--- config.mk ---
export PLATFORM = sky130hd
export DESIGN_NAME = led_mode_sequencer
export DESIGN_NICKNAME = d
export VERILOG_FILES = /design/src/rtl/led_mode_sequencer.sv
export SDC_FILE = /design/constraint.sdc
export NUM_CORES = 1
export LEC_CHECK = 0
export ABC_AREA = 1
export CAP_MARGIN = 20
export CORE_MARGIN = 10
export CORE_UTILIZATION = 57
export DETAILED_ROUTE_END_ITERATION = 7
export HOLD_SLACK_MARGIN = 0.06
export PLACE_DENSITY = 0.88
export SLEW_MARGIN = 20
export SYNTH_ARGS = -nofsm -noshare
export SYNTH_HDL_FRONTEND = slang
export SYNTH_SLANG_ARGS = --single-unit
--- constraint.sdc ---
create_clock -name clk -period 1.5 [get_ports clk]
set_input_delay 0.3 -clock clk [delete_from_list [all_inputs] [get_ports clk]]
set_output_delay 0.3 -clock clk [all_outputs]
set_load 0.1 [all_outputs]
--- src/rtl/led_mode_sequencer.sv ---
// -----------------------------------------------------------------------------
// led_mode_sequencer
//
// Cycles two LEDs through four display modes on each debounced press of an
// active-low pushbutton: IDLE (dark), SLOW blink, FAST blink, ALT (the two
// LEDs blink in anti-phase at the slow rate).
//
// Ports
//   clk     in   1  single clock, all state on its rising edge
//   rst_btn in   1  asynchronous active-low reset
//   go_btn  in   1  asynchronous active-low pushbutton (low = pressed)
//   led     out  2  LED drive, registered
//   mode    out  2  current mode (0 IDLE, 1 SLOW, 2 FAST, 3 ALT), registered
// -----------------------------------------------------------------------------
module led_mode_sequencer #(
    parameter int COUNT_WIDTH        = 32,
    parameter int SLOW_MAX_COUNT     = 6000000 - 1,
    parameter int FAST_MAX_COUNT     = 1500000 - 1,
    parameter int DEBOUNCE_MAX_COUNT = 120000 - 1
) (
    input  logic       clk,
    input  logic       rst_btn,
    input  logic       go_btn,
    output logic [1:0] led,
    output logic [1:0] mode
);

    localparam logic [COUNT_WIDTH-1:0] SLOW_MAX_C = COUNT_WIDTH'(SLOW_MAX_COUNT);
    localparam logic [COUNT_WIDTH-1:0] FAST_MAX_C = COUNT_WIDTH'(FAST_MAX_COUNT);
    localparam logic [COUNT_WIDTH-1:0] DEB_MAX_C  = COUNT_WIDTH'(DEBOUNCE_MAX_COUNT);
    localparam logic [COUNT_WIDTH-1:0] ONE_C      = COUNT_WIDTH'(1);

    typedef enum logic [1:0] {
        ST_IDLE = 2'd0,
        ST_SLOW = 2'd1,
        ST_FAST = 2'd2,
        ST_ALT  = 2'd3
    } state_t;

    // LED pattern for a given mode and blink phase. ALT enters with led[0]
    // lit (2'b01) and swaps to 2'b10 on the first wrap.
    function automatic logic [1:0] led_pattern(input state_t st, input logic ph);
        logic [1:0] pat;
        case (st)
            ST_IDLE: pat = 2'b00;
            ST_SLOW: pat = {ph, ph};
            ST_FAST: pat = {ph, ph};
            ST_ALT:  pat = {ph, ~ph};
            default: pat = 2'b00;
        endcase
        return pat;
    endfunction

    // Button front end
    logic                   sync1_r;
    logic                   sync2_r;
    logic                   stable_r;
    logic                   stable_d_r;
    logic [COUNT_WIDTH-1:0] deb_cnt_r;
    logic [COUNT_WIDTH-1:0] deb_cnt_next_s;
    logic                   stable_next_s;
    logic                   press_s;

    // Mode / blink state
    state_t                 state_r;
    state_t                 state_next_s;
    logic [COUNT_WIDTH-1:0] blink_cnt_r;
    logic [COUNT_WIDTH-1:0] blink_cnt_next_s;
    logic [COUNT_WIDTH-1:0] max_s;
    logic                   phase_r;
    logic                   phase_next_s;
    logic [1:0]             led_r;
    logic [1:0]             led_next_s;
    logic [1:0]             mode_r;

    // Synchronizer, debounce and edge-history registers
    always_ff @(posedge clk or negedge rst_btn) begin
        if (!rst_btn) begin
            sync1_r    <= 1'b1;
            sync2_r    <= 1'b1;
            stable_r   <= 1'b1;
            stable_d_r <= 1'b1;
            deb_cnt_r  <= '0;
        end else begin
            sync1_r    <= go_btn;
            sync2_r    <= sync1_r;
            stable_r   <= stable_next_s;
            stable_d_r <= stable_r;
            deb_cnt_r  <= deb_cnt_next_s;
        end
    end

    // Debounce: accept a new level only after it has differed for MAX+1 cycles
    always_comb begin
        deb_cnt_next_s = deb_cnt_r;
        stable_next_s  = stable_r;
        if (sync2_r != stable_r) begin
            if (deb_cnt_r == DEB_MAX_C) begin
                stable_next_s  = sync2_r;
                deb_cnt_next_s = '0;
            end else begin
                deb_cnt_next_s = deb_cnt_r + ONE_C;
            end
        end else begin
            deb_cnt_next_s = '0;
        end
    end

    // High for exactly the first cycle the debounced level reads pressed;
    // stable_d_r resets to 1 so a button held through reset cannot fire here.
    assign press_s = stable_d_r & ~stable_r;

    // Mode, blink counter, phase and registered outputs
    always_ff @(posedge clk or negedge rst_btn) begin
        if (!rst_btn) begin
            state_r     <= ST_IDLE;
            blink_cnt_r <= '0;
            phase_r     <= 1'b0;
            led_r       <= 2'b00;
            mode_r      <= 2'b00;
        end else begin
            state_r     <= state_next_s;
            blink_cnt_r <= blink_cnt_next_s;
            phase_r     <= phase_next_s;
            led_r       <= led_next_s;
            mode_r      <= state_next_s;
        end
    end

    // Next mode / counter / phase; a press outranks a same-cycle wrap
    always_comb begin
        state_next_s     = state_r;
        blink_cnt_next_s = blink_cnt_r;
        phase_next_s     = phase_r;
        max_s            = (state_r == ST_FAST) ? FAST_MAX_C : SLOW_MAX_C;

        if (press_s) begin
            case (state_r)
                ST_IDLE: state_next_s = ST_SLOW;
                ST_SLOW: state_next_s = ST_FAST;
                ST_FAST: state_next_s = ST_ALT;
                ST_ALT:  state_next_s = ST_IDLE;
                default: state_next_s = ST_IDLE;
            endcase
            blink_cnt_next_s = '0;
            phase_next_s     = 1'b0;
        end else if (state_r == ST_IDLE) begin
            blink_cnt_next_s = '0;
            phase_next_s     = 1'b0;
        end else if (blink_cnt_r == max_s) begin
            blink_cnt_next_s = '0;
            phase_next_s     = ~phase_r;
        end else begin
            blink_cnt_next_s = blink_cnt_r + ONE_C;
        end

        // Outputs are decoded from next-state values so they change on the
        // same edge as the mode itself.
        led_next_s = led_pattern(state_next_s, phase_next_s);
    end

    assign led  = led_r;
    assign mode = mode_r;

endmodule

==> flow_summary.json, run 1 <==
{
  "globalplace.congestion": 1.05,
  "io_pins": 7,
  "die_x_um": 108,
  "synthFlopType": "dfrtp_1",
  "synth_area_um2": 4460,
  "syn_inst": 592,
  "yosysWarnings": 0,
  "numCtsBuffers": 9,
  "htree_levels": 3,
  "cts_root_buf": "clkbuf_8",
  "ys_types": 39,
  "synth_edf_count": 0,
  "synth_top_cell_area_share_pct": 38.7,
  "syn_avg_cell_area_um2": 7.54,
  "rows": 32,
  "pre_cts_slack_ps": -269,
  "flow.stopped_at": "global routing (5_1_grt)",
  "worst_endpoint": "led[0]$_DFF_PN0_/D",
  "grt_max_degree": 30,
  "endpoint_type": "register data pin",
  "synth_area_leaders": "dfrtp_1 39%, nand2_1 10%, nor2_1 10%, xor2_1 6.5%, inv_1 5.9%",
  "hpwlAfterDp_um": 10100,
  "dieHeight_um": 108,
  "synth-seq-cells": 73,
  "cts.path.max_buffers": 2,
  "synth_area_leader_cell": "dfrtp_1",
  "stop_error": "[ERROR DPL-0038] Utilization greater than 100%, impossible to legalize",
  "initial_utilization_pct": 58.0,
  "syn_nets": 601,
  "status": "stopped before the end",
  "clock_sinks": 73,
  "synth_seq_area_share_pct": 41.1,
  "port_buffers": 6,
  "async_flop_share_pct": 100
}
-- kinds of logic after synthesis --
| logic type | Yosys count | share of synthesized area [%] |
|---|---|---|
| buffers and inverters | 83 | 7.38 |
| AOI/OAI and AO/OA | 16 | 1.94 |
| and+or+nand+nor | 373 | 39.9 |
| xor gates and xnor gates | 41 | 8.05 |
| DFF | 73 | 41.1 |
| adders and majority gates | 6 | 1.68 |
-- cell usage after synthesis, drive strengths merged, types with 3 or more instances --
cell type,instances
buf,5
a21oi,7
o21ai,6
nor4,4
dfstp,4
nor2,132
nor3,48
or2,3
inv,76
xor2,33
ha,6
nand3,37
nand2,126
nand4,17
xnor2,8
dfrtp,69
-- through the flow --
step                      cell area (µm²)  cells
after detailed placement             5550    800
after CTS                            6410    848
after global placement               5550    800
after floorplan                      4500    592
-- timing repair --
item	4_1_cts
endpoints found under the hold margin	23
hold buffers	1
setup buffers	31
cloned	2
pin swaps	31
resized for setup	86
endpoints found under the setup margin	58
==> inputs of run 2 (changes only) <==
Settings changed: CORE_UTILIZATION 57 to 40, HOLD_SLACK_MARGIN 0.06 to default, PLACE_DENSITY 0.88 to default, PLACE_DENSITY_LB_ADDON from default to 0.15.
Clock period 1.5 ns to 1.95 ns, I/O delays scaled along.
==> run 2 against run 1 <==
Against the previous run:
- the flow now finishes without violations
- area after synthesis unchanged
- synthesized cell count stayed put
==> flow_summary.json, run 2 <==
{
  "p_sw_uw": 667,
  "startpoint": "blink_cnt_r[0]",
  "wl_um": 11100,
  "design_area_um2": 4960,
  "yosysWarnings": 0,
  "p_leak_nw": 2.07,
  "drtPass1Iterations": 4,
  "slew_viol_final": 0,
  "finalSetupViolCount": 0,
  "regArea_um2": 1830,
  "grt_pass1_wl_um": 18800,
  "synth_seq_area_share_pct": 41.1,
  "fin_util_pct": 45.5,
  "cp_max_fo": 4,
  "core-area_um2": 10900,
  "synth_area_um2": 4460,
  "synth_area_leaders": "dfrtp_1 39%, nand2_1 10%, nor2_1 10%, xor2_1 6.5%, inv_1 5.9%",
  "synth_area_leader_cell": "dfrtp_1",
  "end_kind": "flop",
  "cts_tree": "done",
  "comb_power_share_pct": 2.3,
  "multi_input_area_um2": 2310,
  "clock_sinks": 73,
  "die_x_um": 126,
  "grt.total_usage_pct": 14.3,
  "async_flop_share_pct": 100,
  "reg_top3": "blink_cnt_r (32), deb_cnt_r (32)",
  "fp.dieArea_um2": 15800,
  "syn_nets": 601,
  "cts_root_buf": "clkbuf_8",
  "internal_power_mw": 2.26,
  "clkPwrFrac_pct": 45.5,
  "antenna_found_initial": 0,
  "post_drt_wl_per_cell_um": 14.6,
  "synth_top_cell_area_share_pct": 38.7,
  "synth-seq-cells": 73,
  "globalplace.congestion": 0.929,
  "crit_end": "led[0]",
  "clkLatencyLatePin_ps": 360,
  "rows": 38,
  "syn_inst": 592,
  "rr_startpoint": "blink_cnt_r[0]",
  "synth_edf_count": 0,
  "path_clk_slew_ps": 80,
  "seq_power_share_pct": 52.2,
  "powerDensity_nw_per_um2": 590,
  "holdWs_ps": 358,
  "cts.path.max_buffers": 2,
  "synthFlopType": "dfrtp_1",
  "area_growth_syn_to_layout_pct": 11.1,
  "fin_skew_ps": 5.94,
  "regToRegSetupSlack_ps": 130,
  "ir_drop_mv": 0.362,
  "cap_violations": 0,
  "hpwlAfterDp_um": 8470,
  "min_path_type": "flop to flop",
  "dieHeight_um": 126,
  "initial_utilization_pct": 41.0,
  "final_common_cell": "nand2_1",
  "fin_tns_setup_ps": 0,
  "post-route-period-util_pct": 93.3,
  "antenna_left": 0,
  "num-nets-final": 622,
  "synthTopCellsByCount": "120 x nand2_1, 120 x nor2_1, 70 x inv_1",
  "timing.final.ws_setup_ps": 131,
  "cp-start-kind": "flop",
  "grt_pass1_vias": 3874,
  "fillers": 1088,
  "arrival_ps": 2080,
  "antenna_cells": 0,
  "vias": 3781,
  "worstRegToRegCells": 10,
  "period_needed_ps": 1820,
  "crit_required_ps": 2210,
  "worst_pin_slew_ps": 678,
  "drt-vias-per-instance": 4.99,
  "slew_headroom_pct": 54.8,
  "r2r_end": "led[0]",
  "io_pins": 7,
  "ys_types": 39,
  "p_sw_share_pct": 22.8,
  "grt_max_degree": 36,
  "gr-total-overflow": 0,
  "htree_levels": 3,
  "numCtsBuffers": 9,
  "final_cell_mix": "120 x nand2_1, 119 x nor2_1, 69 x inv_1",
  "drc": 0,
  "clock.fmax_mhz": 550,
  "timing.final.hold_violations": 0,
  "port_buffers": 6,
  "crit_type": "flop to flop",
  "pre_cts_slack_ps": 46.0,
  "place_area_um2": 4730,
  "status": "finished, final reports clean",
  "syn_avg_cell_area_um2": 7.54,
  "first_iter_violations": 215,
  "final_layout_size_suffix_gt1_share_pct": 13.4
}
run 2: power groups by stage:
stage                     Sequential (mW)  Combinational (mW)  Clock [mW]
after floorplan                      1.56              0.0203           0
after global placement               1.56              0.0681           0
after detailed placement             1.56              0.0686           0
after CTS                            1.53              0.0701        1.37
after global routing                 1.53              0.0777        1.42
final                                1.53              0.0662        1.33
run 2: final cells by class:
class                   count  share of cell area [%]
clock buffers              11                    2.65
clock inverters             5                    1.62
inverters                  76                    5.75
multi-input cells         436                    46.5
flip-flops and latches     73                    37.0
well taps                 140                    3.53
repair buffers             17                    2.93
run 2: cells by family after synthesis:
family | count (synthesis) | share of synthesized area (%)
XOR/XNOR | 41 | 8.05
flip-flops | 73 | 41.1
adder cells (fa/ha/maj) | 6 | 1.68
AO/OA/AOI/OAI | 16 | 1.94
AND/OR/NAND/NOR | 373 | 39.9
buffers and inverters | 83 | 7.38
run 2: critical path, stage by stage, from the launching register on:
cell and delay, ps:
dfrtp_1 390, ha_1 240, nand4_1 260, inv_1 160, nand2_1 60, nor2_1 160, nand3_1 130, nand2_1 70
nand3_1 120, nand2_1 90, nand2_1 50
run 2: how the worst min path moves through the flow:
stage	startpoint	end	slack, ps	cells after the start
2_1_floorplan	rst_btn	blink_cnt_r[0]	90	0
3_3_place_gp	sync1_r	sync2_r	350	0
3_5_place_dp	sync1_r	sync2_r	350	0
4_1_cts	sync1_r	sync2_r	360	0
5_1_grt	sync1_r	sync2_r	360	0
6_report	sync1_r	sync2_r	360	0
run 2: layer usage:
layer	vias to the layer above	GRT usage [%]	part of all wire (%)
li1	1912	-	-
met1	1791	17.1	45
met2	64	24.6	51
met3	14	3.69	2.9
met4	0	4.47	1.5
met5	-	0	0
run 2: what timing repair did:
action / 4_1_cts / 5_1_grt
endpoints found under the setup margin: 0 / 4
hold buffers: 1 / 0
setup buffers: 0 / 0
resized for setup: 0 / 3
hold endpoints to repair: 22 / 0
run 2: stage by stage:
stage	std cells	total power, mW
after global placement	741	1.63
after global routing	758	3.03
after detailed placement	741	1.63
after CTS	758	2.97
final	758	2.93
after floorplan	592	1.58
(Power assumes the default switching activity.)
==> inputs of run 3 (changes only) <==
Settings changed: PLACE_DENSITY from default to 0.58, PLACE_DENSITY_LB_ADDON 0.15 to default.
==> run 3 against run 2 <==
Against the previous run:
- the flow now finishes with violations (negative hold slack)
- combinational power down 4.1%
- worst hold slack worse by 370 ps
- power down 3.8%
==> flow_summary.json, run 3 (synthesis gave the netlist of run 2 again) <==
{
  "area_growth_syn_to_layout_pct": 10.6,
  "min_path_type": "input port to async pin",
  "grt_max_degree": 39,
  "final_cell_mix": "120 x nand2_1, 119 x nor2_1, 69 x inv_1",
  "drt-vias-per-instance": 5.02,
  "end_kind": "flop",
  "cts_root_buf": "clkbuf_8",
  "rr_startpoint": "blink_cnt_r[13]",
  "post-route-period-util_pct": 93.7,
  "powerDensity_nw_per_um2": 571,
  "p_leak_nw": 2.06,
  "finalSetupViolCount": 0,
  "drc": 0,
  "ir_drop_mv": 0.409,
  "worst_pin_slew_ps": 520,
  "num-nets-final": 621,
  "grt_pass1_vias": 4092,
  "crit_end": "blink_cnt_r[31]",
  "cts_setup_buffers": 0,
  "reg_top3": "blink_cnt_r (32), deb_cnt_r (32)",
  "clock_sinks": 73,
  "path_clk_slew_ps": 90,
  "timing.final.hold_violations": 10,
  "grt_pass1_wl_um": 19400,
  "cp_max_fo": 6,
  "numCtsBuffers": 9,
  "rsz0062_at_grt": "no",
  "io_pins": 7,
  "core-area_um2": 10900,
  "htree_levels": 3,
  "r2r_end": "blink_cnt_r[31]",
  "regToRegSetupSlack_ps": 120,
  "port_buffers": 6,
  "period_needed_ps": 1830,
  "wl_um": 11100,
  "arrival_ps": 2080,
  "clkLatencyLatePin_ps": 370,
  "cts_tree": "done",
  "gr-total-overflow": 0,
  "slew_headroom_pct": 65.3,
  "cp-start-kind": "flop",
  "first_iter_violations": 257,
  "clock.fmax_mhz": 548,
  "crit_type": "flop to flop",
  "startpoint": "blink_cnt_r[13]",
  "crit_required_ps": 2200,
  "die_x_um": 126,
  "drtPass1Iterations": 4,
  "antenna_cells": 0,
  "antenna_left": 0,
  "cap_violations": 0,
  "fp.dieArea_um2": 15800,
  "holdWs_ps": -7.74,
  "final_common_cell": "nand2_1",
  "cts.path.max_buffers": 2,
  "hpwlAfterDp_um": 8610,
  "fin_skew_ps": 16.3,
  "violations": "negative hold slack",
  "grt.total_usage_pct": 14.8,
  "initial_utilization_pct": 41.0,
  "worstRegToRegCells": 7,
  "post_drt_wl_per_cell_um": 14.7,
  "fin_util_pct": 45.3,
  "dieHeight_um": 126,
  "status": "complete, but fails checks",
  "rows": 38,
  "vias": 3802,
  "fin_tns_setup_ps": 0,
  "antenna_found_initial": 0,
  "slew_viol_final": 0,
  "globalplace.congestion": 0.958,
  "final_layout_size_suffix_gt1_share_pct": 13.8
}
## run 3: cell types whose count changed in the layout (fill, tap and decap cells not counted), sizes merged
cell         delta
dlygate4sd3     -1
bufinv          -1
clkinvlp        -1
clkinv          +2
## run 3: worst max-delay path, cell delays in order (launching register included)
cell and delay, ps:
dfrtp_1 370, nand2_1 190, nor3_1 340, nand2_1 140, nor3_2 390, nand3_1 130, nand3_1 110, nor2_1 40
## run 3: power by group
part           switching (mW)  total, mW  internal, mW  leakage, nW
Sequential            0.00761       1.53          1.52         1.00
Clock                   0.598       1.22         0.624       0.0993
Combinational          0.0478     0.0635        0.0156        0.956
Total                   0.653       2.81          2.16         2.06
## run 3: layer usage
metal,GRT usage (%),up-vias,wire length (µm)
met5,0,-,0
met4,6.57,0,338
met3,3.69,27,429
met2,25.4,85,5500
met1,16.9,1779,4840
li1,-,1911,-
## run 3: area by class of cell
type | instances | area, µm²
flip-flops and latches | 73 | 1830
inverters | 76 | 285
fillers | 1081 | 5950
repair buffers | 16 | 123
clock buffers | 11 | 141
well taps | 140 | 175
multi-input cells | 436 | 2320
clock inverters | 5 | 56.3
## run 3: repair_timing
action | 4_1_cts | 5_1_grt
setup endpoints to repair | 0 | 3
resized for setup | 0 | 5
hold buffers | 0 | 0
## run 3: worst min path at each step
stage / from / end / slack (ps) / cells past startpoint
after floorplan: rst_btn / blink_cnt_r[0] / 90 / 0
after global placement: sync1_r / sync2_r / 350 / 0
after detailed placement: sync1_r / sync2_r / 350 / 0
after CTS: rst_btn / blink_cnt_r[2] / 10 / 1
after global routing: rst_btn / blink_cnt_r[2] / 10 / 1
final: rst_btn / blink_cnt_r[18] / -8 / 1
## run 3: stage by stage
stage	worst slack, ps	hold WS [ps]	instance area (µm²)	power, mW	instances
4_1_cts	19.2	11.6	4920	2.86	757
5_1_grt	12.3	11.9	4930	2.94	757
3_3_place_gp	63.6	348	4720	1.62	741
3_5_place_dp	44.4	350	4720	1.63	741
2_1_floorplan	13.1	94.4	4460	1.58	592
6_report	124	-7.74	4930	2.81	757
